===== src/rtl/branch_pkg.sv =====
// Shared definitions for the branch predict unit: BHT counter states,
// prediction-mode encodings and the default datapath width.
package branch_pkg;

    localparam int DEFAULT_WIDTH = 16;

    // Prediction-mode encodings for PREDICT_MODE.
    localparam int MODE_STATIC = 0;  // always predict not-taken, no table
    localparam int MODE_LAST   = 1;  // 1-bit last-outcome
    localparam int MODE_SAT2   = 2;  // 2-bit saturating counter

    // 2-bit counter states; the MSB is the taken prediction.
    typedef enum logic [1:0] {
        SNT = 2'b00,  // strong not-taken
        WNT = 2'b01,  // weak not-taken
        WT  = 2'b10,  // weak taken
        ST  = 2'b11   // strong taken
    } ctr_state_e;

endpackage


===== src/rtl/sat_counter2.sv =====
// One BHT entry: a 2-bit saturating counter, or a last-outcome bit held in
// the MSB when ONE_BIT is set, so both predictor modes share one storage shape.
module sat_counter2
    import branch_pkg::*;
#(
    parameter bit ONE_BIT = 1'b0
) (
    input  logic       clk,
    input  logic       rst_n,
    input  logic       en,
    input  logic       taken,
    output logic [1:0] state
);

    localparam ctr_state_e RESET_STATE = ONE_BIT ? SNT : WNT;

    ctr_state_e state_q;
    ctr_state_e state_d;

    // Next state: record the outcome (1-bit) or step and saturate (2-bit).
    // NOTE: combinational blocks assign every output a default first and use
    // blocking '=', so no path leaves a value held and no latch is inferred.
    always_comb begin
        state_d = state_q;
        if (en) begin
            if (ONE_BIT) begin
                state_d = taken ? WT : SNT;
            end else begin
                unique case (state_q)
                    SNT: state_d = taken ? WNT : SNT;
                    WNT: state_d = taken ? WT  : SNT;
                    WT:  state_d = taken ? ST  : WNT;
                    ST:  state_d = taken ? ST  : WT;
                    default: state_d = RESET_STATE;
                endcase
            end
        end
    end

    // State register with asynchronous reset to the mode's initial value.
    // NOTE: sequential state uses non-blocking '<=' so every flop samples
    // pre-edge values regardless of process ordering.
    always_ff @(posedge clk or negedge rst_n) begin
        if (!rst_n) begin
            state_q <= RESET_STATE;
        end else begin
            state_q <= state_d;
        end
    end

    assign state = state_q;

endmodule


===== src/rtl/branch_predict_unit.sv =====
// EX-stage branch resolution with a PC-indexed branch history table feeding
// the IF-stage prediction, plus redirect/flush generation and saturating
// branch/miss statistics.
module branch_predict_unit
    import branch_pkg::*;
#(
    parameter int WIDTH        = DEFAULT_WIDTH,
    parameter int IDX_BITS     = 4,
    parameter int PREDICT_MODE = MODE_SAT2,
    parameter int CNT_WIDTH    = 16
) (
    input  logic                 Clk,
    input  logic                 Reset_n,
    input  logic [WIDTH-1:0]     IF_PC,
    output logic                 IF_PredictTaken,
    input  logic                 Stall,
    input  logic                 Branch,
    input  logic                 BEQ_BNE,
    input  logic                 Zero,
    input  logic                 JumpReg,
    input  logic                 BranchTaken,
    input  logic [WIDTH-1:0]     EX_PC,
    input  logic [WIDTH-1:0]     Imm,
    input  logic [WIDTH-1:0]     RegData,
    output logic                 ShouldBranch,
    output logic                 PredictionMiss,
    output logic                 Flush,
    output logic [WIDTH-1:0]     RedirectAddr,
    output logic [CNT_WIDTH-1:0] BranchCount,
    output logic [CNT_WIDTH-1:0] MissCount
);

    localparam int DEPTH = 2 ** IDX_BITS;

    logic             should_branch;
    logic             prediction_miss;
    logic             flush;
    logic [WIDTH-1:0] redirect_addr;
    logic [WIDTH-1:0] seq_pc;
    logic             bht_update;

    logic [CNT_WIDTH-1:0] branch_count_q, branch_count_d;
    logic [CNT_WIDTH-1:0] miss_count_q,   miss_count_d;

    // Resolution and redirect: zero-latency; JumpReg dominates Branch.
    always_comb begin
        should_branch   = (Branch & (Zero ^ BEQ_BNE)) | JumpReg;
        prediction_miss = Branch & ~JumpReg & (should_branch ^ BranchTaken);
        flush           = prediction_miss | JumpReg;
        seq_pc          = EX_PC + WIDTH'(1);
        if (JumpReg) begin
            redirect_addr = RegData;
        end else if (prediction_miss && should_branch) begin
            redirect_addr = seq_pc + Imm;
        end else begin
            redirect_addr = seq_pc;
        end
    end

    // A resolved conditional branch trains the table and the counters unless EX is held.
    assign bht_update = Branch & ~JumpReg & ~Stall;

    // Statistics: count resolved branches and misses, holding at all-ones.
    always_comb begin
        branch_count_d = branch_count_q;
        miss_count_d   = miss_count_q;
        if (bht_update) begin
            if (!(&branch_count_q)) begin
                branch_count_d = branch_count_q + CNT_WIDTH'(1);
            end
            if (prediction_miss && !(&miss_count_q)) begin
                miss_count_d = miss_count_q + CNT_WIDTH'(1);
            end
        end
    end

    // Statistics registers.
    always_ff @(posedge Clk or negedge Reset_n) begin
        if (!Reset_n) begin
            branch_count_q <= '0;
            miss_count_q   <= '0;
        end else begin
            branch_count_q <= branch_count_d;
            miss_count_q   <= miss_count_d;
        end
    end

    // Branch history table; mode 0 builds no storage at all.
    generate
        if (PREDICT_MODE == MODE_STATIC) begin : g_static
            logic [2*WIDTH+1:0] bht_inputs_unused;
            assign bht_inputs_unused = {IF_PC, EX_PC, bht_update, should_branch};
            assign IF_PredictTaken   = 1'b0;
        end else begin : g_bht
            logic [1:0]          entry_state [DEPTH];
            logic [IDX_BITS-1:0] wr_idx;
            logic [IDX_BITS-1:0] rd_idx;
            logic [WIDTH-IDX_BITS-1:0] if_pc_hi_unused;

            assign wr_idx          = EX_PC[IDX_BITS-1:0];
            assign rd_idx          = IF_PC[IDX_BITS-1:0];
            assign if_pc_hi_unused = IF_PC[WIDTH-1:IDX_BITS];

            // NOTE: the table is only 2**IDX_BITS flops deep, so each entry
            // takes the asynchronous reset like ordinary state; a RAM-backed
            // table could not be cleared this way.
            for (genvar i = 0; i < DEPTH; i++) begin : g_entry
                sat_counter2 #(
                    .ONE_BIT (PREDICT_MODE == MODE_LAST)
                ) u_ctr (
                    .clk   (Clk),
                    .rst_n (Reset_n),
                    .en    (bht_update && (wr_idx == IDX_BITS'(i))),
                    .taken (should_branch),
                    .state (entry_state[i])
                );
            end

            // IF read is a plain mux of the registered entries: no bypass of
            // a same-cycle EX write, and reset holds every MSB at 0.
            assign IF_PredictTaken = entry_state[rd_idx][1];
        end
    endgenerate

    assign ShouldBranch   = should_branch;
    assign PredictionMiss = prediction_miss;
    assign Flush          = flush;
    assign RedirectAddr   = redirect_addr;
    assign BranchCount    = branch_count_q;
    assign MissCount      = miss_count_q;

endmodule


===== config.mk =====
export PLATFORM = sky130hd
export DESIGN_NAME = branch_predict_unit
export DESIGN_NICKNAME = d
export VERILOG_FILES = /design/src/rtl/branch_pkg.sv /design/src/rtl/sat_counter2.sv /design/src/rtl/branch_predict_unit.sv
export SDC_FILE = /design/constraint.sdc
export NUM_CORES = 1
export LEC_CHECK = 0
export CAP_MARGIN = 15
export CORE_AREA = 10 10 104 106
export DETAILED_ROUTE_END_ITERATION = 7
export DIE_AREA = 0 0 114 116
export GPL_ROUTABILITY_DRIVEN = 0
export PLACE_DENSITY = 0.86
export RECOVER_POWER = 100
export SYNTH_ARGS = -nofsm -noshare
export SYNTH_HDL_FRONTEND = slang
export SYNTH_SLANG_ARGS = --single-unit

===== constraint.sdc =====
create_clock -name Clk -period 6.7 [get_ports Clk]
set_input_delay 0.67 -clock Clk [delete_from_list [all_inputs] [get_ports Clk]]
set_output_delay 0.67 -clock Clk [all_outputs]
set_load 0.01 [all_outputs]

==> flow_metrics.env <==
export IMPL_outcome="finished with violations"
export IMPL_violations="max-capacitance violations, max-slew violations"
export IMPL_drc=0
export IMPL_layout_cells_non_filler=736
export IMPL_syn_area_per_cell_sq_um=8.90
export IMPL_synthTopCellsByArea="dfrtp_1, dfstp_2, xnor2_1, ha_1, a21oi_1"
export IMPL_io_buffers=111
export IMPL_die_w_um=114
export IMPL_routed_wl_um=13500
export IMPL_relSlewSlack_pct=-129
export IMPL_routed_via_density=5.96
export IMPL_vias=4383
export IMPL_synth_area_sq_um=4570
export IMPL_dieArea_sq_um=13200
export IMPL_grt_max_degree=65
export IMPL_hold_slack_ns=0.484
export IMPL_io_pins=124
export IMPL_yosysTopAreaCell="dfrtp_1"
export IMPL_area_growth_pct=29.4
export IMPL_grt_pass1_vias=4436
export IMPL_maxCapViolations=1
export IMPL_cts_root_buf="clkbuf_8"
export IMPL_leakagePower_nw=2.49
export IMPL_reg2regPathDepth=8
export IMPL_clkSinkCount=64
export IMPL_drive_above_1_share_pct=8.93
export IMPL_overflow=0
export IMPL_final_common_cell="a21oi_1"
export IMPL_holdPathStages=1
export IMPL_path_max_fanout=10
export IMPL_ir_worst_vdd_mv=0.128
export IMPL_setup_tns_ns=0
export IMPL_cts_resized=0
export IMPL_cts_max_path_buffers=2
export IMPL_slew_viol_final=65
export IMPL_postRouteAntennaNets=0
export IMPL_cts_setup_buffers=0
export IMPL_design_core_area_sq_um=8680
export IMPL_cts_htree_levels=3
export IMPL_finClkSkew_ns=0.00541
export IMPL_dr_pass1_iters=5
export IMPL_arrival_ns=4.89
export IMPL_hp_class="flop to flop"
export IMPL_antenna_found_initial=1
export IMPL_max_freq_ghz=0.180
export IMPL_worstSetupEndpointType="primary output"
export IMPL_cts_tree="yes"
export IMPL_track_usage_pct=20.0
export IMPL_post_drt_wl_per_cell_um=18.4
export IMPL_yosys_warnings=0
export IMPL_place_hpwl_um=10200
export IMPL_cts_hold_buf=0
export IMPL_drtIter0Drc=337
export IMPL_p_per_area_nw_per_um2=191
export IMPL_numCtsBuffers=9
export IMPL_ys_ff_latch=64
export IMPL_clk_latency_ns=0.37
export IMPL_hold_viol=0
export IMPL_cp_start_kind="input pin"
export IMPL_nets=720
export IMPL_path_clk_slew_ns=0.08
export IMPL_rsz0062_at_grt="no"
export IMPL_final_period_utilization_pct=83.0
export IMPL_finalSetupViolations=0
export IMPL_grt_pass1_wl_um=21800
export IMPL_yosysSeqAreaShare_pct=35.5
export IMPL_place_inst=718
export IMPL_min_period_ns=5.56
export IMPL_synthDistinctLibCells=54
export IMPL_mostFrequentLayoutCells="a21oi_1, clkdlybuf4s50_1, nand2_1"
export IMPL_synth_top_cell_area_share_pct=26.3
export IMPL_syn_num_nets=611
export IMPL_die_h_um=116
export IMPL_row_count=34
export IMPL_tightest_slew_ns=3.43
export IMPL_path_class="input pin to primary output"
export IMPL_start_util_pct=52.6
export IMPL_syn_inst=513
export IMPL_cp_data_required_time_ns=6.03
==> layout make-up <==
cell class                      instances  area, sq um
Inverter                                8         30.0
Multi-Input combinational cell        424         2800
Antenna cell                            1         2.50
Clock inverter                          7         77.6
Sequential cell                        64         1620
Clock buffer                            9          124
Fill cell                             700         2770
Timing Repair Buffer                  115         1120
Tap cell                              108          135
==> stage by stage <==
step,util [%],area (sq um),setup WS [ns],power [mW]
2_1_floorplan,-,4570,2.89,0.632
3_3_place_gp,66.4,5760,1.50,0.785
3_5_place_dp,66.4,5760,1.46,0.802
4_1_cts,68.7,5970,1.45,1.15
5_1_grt,68.1,5910,0.885,1.18
6_report,68.1,5910,1.14,1.13
==> per-layer routing <==
layer | GRT usage, % | wire length (um) | vias to the layer above
met3 | 6.41 | 952 | 26
met1 | 23.3 | 5350 | 2134
met4 | 6.35 | 256 | 0
li1 | - | - | 2074
met5 | 0 | 0 | -
met2 | 34.1 | 6950 | 149
==> registers in the layout, indices dropped and copies added (netlist names) <==
name / cells
g_bht.g_entry.u_ctr.state: 32
BranchCount: 16
MissCount: 16
==> final timing paths <==
kind	start	to	slack [ns]
hold / removal	BranchCount[14]	BranchCount[14]	0.48
setup reg to reg	MissCount[0]	MissCount[15]	3.58
setup / recovery	EX_PC[2]	RedirectAddr[14]	1.14
hold reg to reg	BranchCount[14]	BranchCount[14]	0.48
max in group asynchronous	Reset_n	BranchCount[5]	3.21
min in group asynchronous	Reset_n	g_bht.g_entry[4].u_ctr.state[1]	1.57
==> where the power goes <==
part | total [mW] | switching, mW | internal, mW
Combinational | 0.316 | 0.159 | 0.157
Sequential | 0.463 | 0.0430 | 0.420
Clock | 0.348 | 0.172 | 0.175
Total | 1.13 | 0.374 | 0.752
==> kinds of logic after synthesis <==
group                      Yosys count  synth area share (%)
muxes                               11                  3.86
and+or+nand+nor                    203                  21.7
AOI/OAI and AO/OA                  128                  18.7
buffers and inverters               25                  2.22
xor gates and xnor gates            56                  10.7
DFF                                 64                  35.5
adders and majority gates           26                  7.29
==> Yosys cell counts, drive strengths merged <==
library cell and number:
xor2 19, and4 5, a41oi 1, o21ai 17, nor3b 1, a21boi 1
mux2i 3, mux4 5, dfrtp 48, mux2 3, o21bai 1, a21oi 61
nand2 58, o211ai 3, a31oi 9, xnor2 37, nor3 9, clkbuf 12
nand3 33, and2 16, inv 8, nand3b 2, ha 25, a22oi 4
or3 1, nand2b 2, buf 5, a221oi 2, nor2b 3, o31ai 1
and3 7, a221o 8, fa 1, a311oi 2, nor2 54, a211oi 1
nand4 9, or2 2, o221a 12, a21o 4, or4 1, o21a 1
dfstp 16
==> worst max-delay path, cell delays in order <==
cell,delay (ns)
dlygate4sd3_1,0.80
nand3_1,0.25
or4_4,0.61
nor2_1,0.15
xor2_1,0.29
ha_1,0.34
a21oi_1,0.21
o21ai_0,0.16
a21oi_1,0.18
o21ai_0,0.13
a21oi_1,0.21
xor2_1,0.16
o211ai_1,0.08
dlygate4sd3_1,0.64
Power figures use the tool's default switching activity.
